File: config.mk
export PLATFORM = sky130hd
export DESIGN_NAME = i2c_target_regfile
export DESIGN_NICKNAME = d
export VERILOG_FILES = /design/src/rtl/i2c_target_regfile.sv
export SDC_FILE = /design/constraint.sdc
export NUM_CORES = 1
export LEC_CHECK = 0
export ABC_AREA = 1
export BUFFER_PORTS_ARGS = -buffer_cell sky130_fd_sc_hd__buf_2
export CORE_AREA = 2 2 164 166
export CTS_BUF_LIST = sky130_fd_sc_hd__clkbuf_16
export DETAILED_ROUTE_END_ITERATION = 10
export DIE_AREA = 0 0 166 168
export PLACE_DENSITY = 0.63
export SLEW_MARGIN = 20
export SYNTH_ARGS = -nofsm -noshare
export SYNTH_HDL_FRONTEND = slang
export SYNTH_SLANG_ARGS = --single-unit
File: constraint.sdc
create_clock -name clk -period 5 [get_ports clk]
set_input_delay 0.5 -clock clk [delete_from_list [all_inputs] [get_ports clk]]
set_output_delay 0.5 -clock clk [all_outputs]
set_load 0.1 [all_outputs]
File: src/rtl/i2c_target_regfile.sv
// i2c_target_regfile: I2C target with a byte register file and a local read/write port
module i2c_target_regfile #(
    parameter logic [6:0] I2C_ADDR = 7'h50,
    parameter int NUM_REGS = 16,
    parameter int FILT_LEN = 3,
    localparam int PW = $clog2(NUM_REGS)
) (
    input  logic          clk,
    input  logic          rst_n,
    input  logic          scl_i,
    input  logic          sda_i,
    output logic          sda_oe_o,
    input  logic [PW-1:0] loc_addr_i,
    input  logic          loc_we_i,
    input  logic [7:0]    loc_wdata_i,
    output logic [7:0]    loc_rdata_o,
    output logic          i2c_wr_o,
    output logic [PW-1:0] i2c_wr_idx_o,
    output logic          busy_o
);
    typedef enum logic [3:0] {
        IDLE, ADDR, AA_S, AA_E, RX_PTR, RX_DATA, AD_S, AD_E,
        TX, TX_REL, TX_MACK, TX_LOAD, WAIT_P
    } state_t;

    state_t state, state_n;
    logic [FILT_LEN:0] scl_c, sda_c;
    logic scl_f, sda_f, scl_q, sda_q;
    logic rise, fall, start, stop;
    logic [7:0] regs [NUM_REGS];
    logic [PW-1:0] ptr;
    logic [6:0] sh;
    logic [7:0] byte_in;
    logic [2:0] cnt;
    logic rw;
    logic oe_n, shift, tick, ld_ptr, wr, inc, load, bset, bclr;

    assign rise = scl_f & ~scl_q;
    assign fall = ~scl_f & scl_q;
    assign start = scl_f & scl_q & sda_q & ~sda_f;
    assign stop = scl_f & scl_q & ~sda_q & sda_f;
    assign byte_in = {sh, sda_f};
    assign loc_rdata_o = regs[loc_addr_i];

    // Two sync stages feed a window of FILT_LEN samples; a level is accepted only when the window agrees
    always_ff @(posedge clk or negedge rst_n) begin
        if (!rst_n) begin
            scl_c <= '1;
            sda_c <= '1;
            scl_f <= 1'b1;
            sda_f <= 1'b1;
            scl_q <= 1'b1;
            sda_q <= 1'b1;
        end else begin
            scl_c <= {scl_c[FILT_LEN-1:0], scl_i};
            sda_c <= {sda_c[FILT_LEN-1:0], sda_i};
            scl_f <= (&scl_c[FILT_LEN:1]) ? 1'b1 : (~|scl_c[FILT_LEN:1]) ? 1'b0 : scl_f;
            sda_f <= (&sda_c[FILT_LEN:1]) ? 1'b1 : (~|sda_c[FILT_LEN:1]) ? 1'b0 : sda_f;
            scl_q <= scl_f;
            sda_q <= sda_f;
        end
    end

    // Protocol state register
    always_ff @(posedge clk or negedge rst_n) begin
        if (!rst_n) state <= IDLE;
        else state <= state_n;
    end

    // Bus events drive the next state and datapath strobes; STOP/START override bit handling
    always_comb begin
        state_n = state;
        oe_n = sda_oe_o;
        shift = 1'b0;
        tick = 1'b0;
        ld_ptr = 1'b0;
        wr = 1'b0;
        inc = 1'b0;
        load = 1'b0;
        bset = 1'b0;
        bclr = 1'b0;
        if (stop) begin
            state_n = IDLE;
            oe_n = 1'b0;
            bclr = 1'b1;
        end else if (start) begin
            state_n = ADDR;
            oe_n = 1'b0;
        end else begin
            case (state)
                ADDR: if (rise) begin
                    shift = 1'b1;
                    tick = 1'b1;
                    if (cnt == 3'd7) begin
                        state_n = (byte_in[7:1] == I2C_ADDR) ? AA_S : IDLE;
                        bset = (byte_in[7:1] == I2C_ADDR);
                        bclr = (byte_in[7:1] != I2C_ADDR);
                    end
                end
                AA_S: if (fall) begin
                    state_n = AA_E;
                    oe_n = 1'b1;
                end
                AA_E: if (fall) begin
                    state_n = rw ? TX : RX_PTR;
                    load = rw;
                    oe_n = rw & ~regs[ptr][7];
                end
                RX_PTR: if (rise) begin
                    shift = 1'b1;
                    tick = 1'b1;
                    if (cnt == 3'd7) begin
                        ld_ptr = 1'b1;
                        state_n = AD_S;
                    end
                end
                RX_DATA: if (rise) begin
                    shift = 1'b1;
                    tick = 1'b1;
                    if (cnt == 3'd7) begin
                        wr = 1'b1;
                        inc = 1'b1;
                        state_n = AD_S;
                    end
                end
                AD_S: if (fall) begin
                    state_n = AD_E;
                    oe_n = 1'b1;
                end
                AD_E: if (fall) begin
                    state_n = RX_DATA;
                    oe_n = 1'b0;
                end
                TX: if (rise) begin
                    tick = 1'b1;
                    if (cnt == 3'd7) state_n = TX_REL;
                end else if (fall) begin
                    shift = 1'b1;
                    oe_n = ~sh[6];
                end
                TX_REL: if (fall) begin
                    state_n = TX_MACK;
                    oe_n = 1'b0;
                    inc = 1'b1;
                end
                TX_MACK: if (rise) begin
                    state_n = sda_f ? WAIT_P : TX_LOAD;
                    bclr = sda_f;
                end
                TX_LOAD: if (fall) begin
                    state_n = TX;
                    load = 1'b1;
                    oe_n = ~regs[ptr][7];
                end
                default: ;
            endcase
        end
    end

    // Datapath: SDA drive, shift register, pointer, register file and status outputs
    always_ff @(posedge clk or negedge rst_n) begin
        if (!rst_n) begin
            sda_oe_o <= 1'b0;
            i2c_wr_o <= 1'b0;
            i2c_wr_idx_o <= '0;
            busy_o <= 1'b0;
            ptr <= '0;
            sh <= '0;
            cnt <= '0;
            rw <= 1'b0;
            for (int i = 0; i < NUM_REGS; i++) regs[i] <= '0;
        end else begin
            sda_oe_o <= oe_n;
            i2c_wr_o <= wr;
            if (wr) i2c_wr_idx_o <= ptr;
            if (bset) busy_o <= 1'b1;
            else if (bclr) busy_o <= 1'b0;
            if (start) cnt <= '0;
            else if (tick) cnt <= cnt + 1'b1;
            if (load) sh <= regs[ptr][6:0];
            else if (shift) sh <= byte_in[6:0];
            if (bset) rw <= byte_in[0];
            if (ld_ptr) ptr <= byte_in[PW-1:0];
            else if (inc) ptr <= ptr + 1'b1;
            if (loc_we_i) regs[loc_addr_i] <= loc_wdata_i;
            if (wr) regs[ptr] <= byte_in;
        end
    end
endmodule

### Word-level counts from Yosys, hierarchy flattened

Cells that the tools add are included.
Widths: inputs -> output; s select.

* add/sub/neg operators: 2
* $lt $le $gt $ge: 4
* equality and inequality tests: 33
* multiplexer cells: 89
* bitwise logic cells: 16
* reductions and logical operators: 19

Operator list (count)
* $bwmux 128: 2
* $mux 128: 2
* $mux 4: 18
* $bmux 8 s4: 2
* $demux 8 s4: 2
* $ne 4x4->1 const B: 13
* $mux 8: 6
* $mux 1: 45
* $pmux 4 s10: 1
* $eq 4x3->1 const B: 4
* $eq 4x4->1 const B: 4
* $ne 4x1->1 const B: 4
* $mux 7: 2
* $reduce_and 14->1: 1
* $reduce_bool 12->1: 1
* $ge 5x5->1 const B: 2
* $lt 5x1->1 const B: 2
* $not 4->5: 2
* $mux 3: 3
* $reduce_or 3->1: 3
* $and 1x1->1: 8
* $eq 4x2->1 const B: 2
* $pmux 1 s2: 4
* $reduce_bool 2->1: 4
* other kinds (16): 26

* bits in registers: 166
* input bits: 17
* output and inout port bits: 15
* word-level logic and storage cells: 194

### Depth between registers and ports, before layout

* depth after elaboration: 10
* mapped depth: 13
* depth with buffers taken out: 11

### Worst setup path before layout

OpenSTA, ideal clock, no wires.

* path type: in2out
* start: in loc_addr_i[1]
* end: out loc_rdata_o[7]
* arrival time: 2.232 ns
* data required time: 4.500 ns
* path slack: 2.268 ns
* stages on the path: 7
* path buffers: 2
* path through: buf_2 nor2_1 clkbuf_1 a22oi_1 o221ai_1 nand2_1 nand4_1

* cells in the longest elaborated chain, start to end: 4

RTL lines
* start: declaration: RTL line 13 `input logic [PW-1:0] loc_addr_i,`
* $not 4->5 (implied by the code): RTL line 43 `assign loc_rdata_o = regs[loc_addr_i];`
* $bmux 8 s4: RTL line 43
* $mux 8 (implied by the code) (2 in a row): RTL line 43
* end: declaration: RTL line 16 `output logic [7:0] loc_rdata_o,`

Every way passes these cells. The select of a mux whose other input is x is not followed.

### Worst setup path in the final report

* start: in loc_addr_i[1]
* end: out loc_rdata_o[1]

Same word-level chain as after synthesis.

==> results summary <==
The flow ran to the end, and the final reports show no timing, DRC or antenna violations. The max-capacitance violation count came out at 0. Hold repair after CTS inserted 0 buffers.

The number of rows created at floorplan is 60. The delay of the slowest cell on the worst path is 0.61 ns. TritonCTS built the clock tree. The count of cells along the worst register-to-register path came out at 7. The worst vdd rail ir drop came out at 208 uV. The total area inside the core boundary comes to 0.0264 sq mm. The mapped netlist covers 0.0103 sq mm. The worst slack at placement is 1.78 ns. The weighted congestion reported at the end of routability-driven placement came out at 1.03. For the worst-skew pair, the clock arrives at the later sink with an insertion delay of 0.44 ns. For this run, the top clock speed supported by timing is 0.305 GHz. The remaining routing DRC violations came out at 0. The startpoint identified for the worst register-to-register timing path is ptr[0]. The setup violation total in the final timing report came out at 0.

The largest clock skew in the final design is 0.0106 ns. Clock tree synthesis inserted a total of 17 buffers. The worst path buffer plus inverter count is 3.

The number of post-CTS setup repair buffers is 0. The most used flip-flop cell after synthesis is sky130_fd_sc_hd__dfrtp_1. The maximum level of the CTS H-tree is 4. The number of synthesized flops with an enable pin came out at 0. The total routing resource utilization after global routing came out at 27.8%. 32 I/O pins were placed. In this run the vertical extent of the chip is 168 um. Once detail routing completed, the nets flagged for antenna violations numbered 0. The average via count per standard cell is 5.80. The clock-pin slew reported for the worst setup and hold paths after clock tree synthesis is 0.08 ns. For this block, the routed nets add up to 38.7 mm of wire. On the critical path, the stage with the largest delay is an instance of sky130_fd_sc_hd__nor2_2. The total count of max-transition violations in the final report is 0. The power per unit of standard cell area is 389 mW/mm^2. The detailed-route wire length per cell came out at 21.7 um. The total negative slack for setup checks came out at 0 ns.

The path class of the tightest hold or removal check is in2async. The worst-case register-to-register setup slack is 2.33 ns. The signed area change from the synthesized netlist to the final layout came out at 8.09%.

Tracing the worst setup path back leads to its startpoint at loc_addr_i[1]. The final-report hold violation count is 0. The Yosys step of the flow raised 0 warnings. For this run, the detailed router's first-pass iteration total came to 6. The number of distinct library cell variants in the gate-level netlist after synthesis came out at 40. In the post-synthesis netlist, the biggest area contributors are sky130_fd_sc_hd__dfrtp_1 (37%), sky130_fd_sc_hd__nand2_1 (16%), sky130_fd_sc_hd__o21ai_0 (9.8%). The cell that appears most often on the critical path is sky130_fd_sc_hd__buf_2. The worst setup path is launched from an input pin.

The HPWL after detailed placement is 26.7 mm. In the final layout, the share of cells above drive strength 1 is 9.93%. The fraction of the core area covered by cells at the end of the flow came out at 42.3%.

The endpoint required time on the critical path is 4.50 ns. The total number of nets in the final design is 1450. The wire length of the first global-routing pass is 59.2 mm. The critical-path maximum fanout came out at 33. The number of DRC violations after detailed-routing iteration 0 came out at 1536. The worst slew margin relative to its limit is 25.4%. The share of synthesized area in the top cell type comes to 37.3%. Setup repair after global routing left no endpoint under its margin. The critical path depth is 8. The via count of the first global-routing pass is 9308. The number of cells in the finished layout apart from fillers came out at 1782. The cell sitting at the root of the clock tree is a sky130_fd_sc_hd__clkbuf_16. The global-route congestion overflow total is 0. The average size of a mapped cell came out at 7.07 sq um. The critical path capture point type is an output port. The async set-reset flop share out of synthesis came out at 100%.

The critical path in this run is classified as in2out. The worst path uses 65.7% of the clock period. The total via count after detailed routing is 10300.

Among all cell types in the netlist, the one instantiated most often is sky130_fd_sc_hd__nand2_1. The count of buffers inserted at the top-level ports is 31. The reg-to-reg endpoint is regs[45]. Once layout is done, the placed cells without fillers occupy 0.0112 sq mm.

The final-layout fill cell count came out at 2716. For the finished layout, the period the worst path requires is 3.28 ns. The full die area is 0.0279 sq mm.

The instance count of the mapped netlist is 1459. The worst setup slack after layout is 1.72 ns. The worst hold margin came out at 0.0814 ns.

The proportion of synthesized chip area in sequential cells is 40.4%. The maximum buffer depth of the clock tree is 2. The critical path goes through buf_2 -> nor2_2 -> buf_4 -> a22oi_1 -> o211ai_1 -> nand2_1 -> nand4_1 -> buf_2.

The most critical setup path has its endpoint at loc_rdata_o[1]. Entering global routing, the biggest net connects 85 pins. Sorting the synthesized cells by how often they occur yields sky130_fd_sc_hd__nand2_1 (445), sky130_fd_sc_hd__o21ai_0 (202), sky130_fd_sc_hd__dfrtp_1 (154), sky130_fd_sc_hd__o21ai_1 (134), sky130_fd_sc_hd__inv_1 (106). Once the floorplan was initialized, standard cells occupied 39.2% of the core. sky130_fd_sc_hd__dfrtp_1 takes more of the synthesized area than any other cell. The post-placement cell area came out at 0.0106 sq mm. The number of antenna violations at the first check in global routing came out at 0. The signal arrival time at the worst endpoint is 2.78 ns.

The standby leakage power is 5.19 nW. The number of nets in the synthesized netlist is 1482. The number of synthesized register bits is 166.

Measured along the x axis, the die boundary spans 166 um. The instance count after placement with tap cells included came out at 1749. The slew at the pin with the worst max-slew slack came out at 1.12 ns. The total power of the final layout is 4.34 mW. The post-cts repair resize count came out at 0. The clock drives 166 sinks. The cell family contributing the most delay on the critical path is buffers and inverters.
placed cells by master (no fill, tap or decap), drive strengths merged:
master and n:
nor3 7, diode 1, nand4 11, o22ai 1
ha 6, nand3 75, clkbuf 17, o21bai 1
o21ai 338, or2 1, o2bb2ai 1, xor2 2
a211oi 1, clkinv 7, dfstp 12, nand2 461
dfrtp 154, o211ai 30, a31oi 1, a21oi 43
inv 127, nor2 60, buf 36, clkinvlp 3
o221ai 12, o31ai 1, a22oi 32
cells by family after synthesis:
| family | Yosys count | synth area share (%) |
|---|---|---|
| and+or+nand+nor | 615 | 25.4 |
| AOI/OAI and AO/OA | 461 | 25.0 |
| buffers and inverters | 209 | 8.32 |
| DFF | 166 | 40.4 |
| adders and majority gates | 6 | 0.727 |
| xor gates and xnor gates | 2 | 0.170 |
registers in the layout (all words and copies together) (netlist names):
register      flops
ptr               4
i2c_wr_idx_o      4
state             4
cnt               3
sda_c             4
scl_f             1
scl_q             1
sda_oe_o          1
busy_o            1
sh                7
sda_q             1
scl_c             4
regs            128
rw                1
i2c_wr_o          1
sda_f             1
area by class of cell:
type,instances,area [sq um],share of cell area (%)
Clock buffer,17,425,3.81
Clock inverter,15,158,1.41
Timing Repair Buffer,36,211,1.90
Tap cell,341,427,3.83
Antenna cell,1,2.50,0.0224
Inverter,122,465,4.17
Multi-Input combinational cell,1084,5300,47.5
Sequential cell,166,4170,37.4
power by group:
group / switching, mW / internal, mW / total [mW] / leakage, nW
Sequential: 0.291 / 1.62 / 1.91 / 2.01
Combinational: 0.737 / 0.347 / 1.08 / 2.91
Clock: 0.681 / 0.669 / 1.35 / 0.277
Total: 1.71 / 2.63 / 4.34 / 5.19
layer usage:
metal,up-vias,part of all wire (%),global-route usage [%]
met5,-,0,0
met4,0,4.7,12.5
met3,103,9.2,4.89
met2,586,44,43.0
met1,4807,42,38.4
li1,4831,-,-
worst min path at each step:
stage | startpoint | endpoint | cells after the start
finish | rst_n | regs[52] | 1
global route | scl_i | scl_c[0] | 1
CTS | scl_i | scl_c[0] | 1
detailed placement | scl_c[0] | scl_c[1] | 0
global placement | sda_c[0] | sda_c[1] | 0
floorplan | rst_n | busy_o | 0
worst reg2reg max path: cells and delay by family, from the launching register on:
family	cells	cell delay [ns]
buffers and inverters	2	0.80
and+or+nand+nor	3	0.73
DFF	1	0.65
adders and majority gates	1	0.27
AOI/OAI and AO/OA	1	0.08
Note: power is estimated with default switching activity, not from simulation.
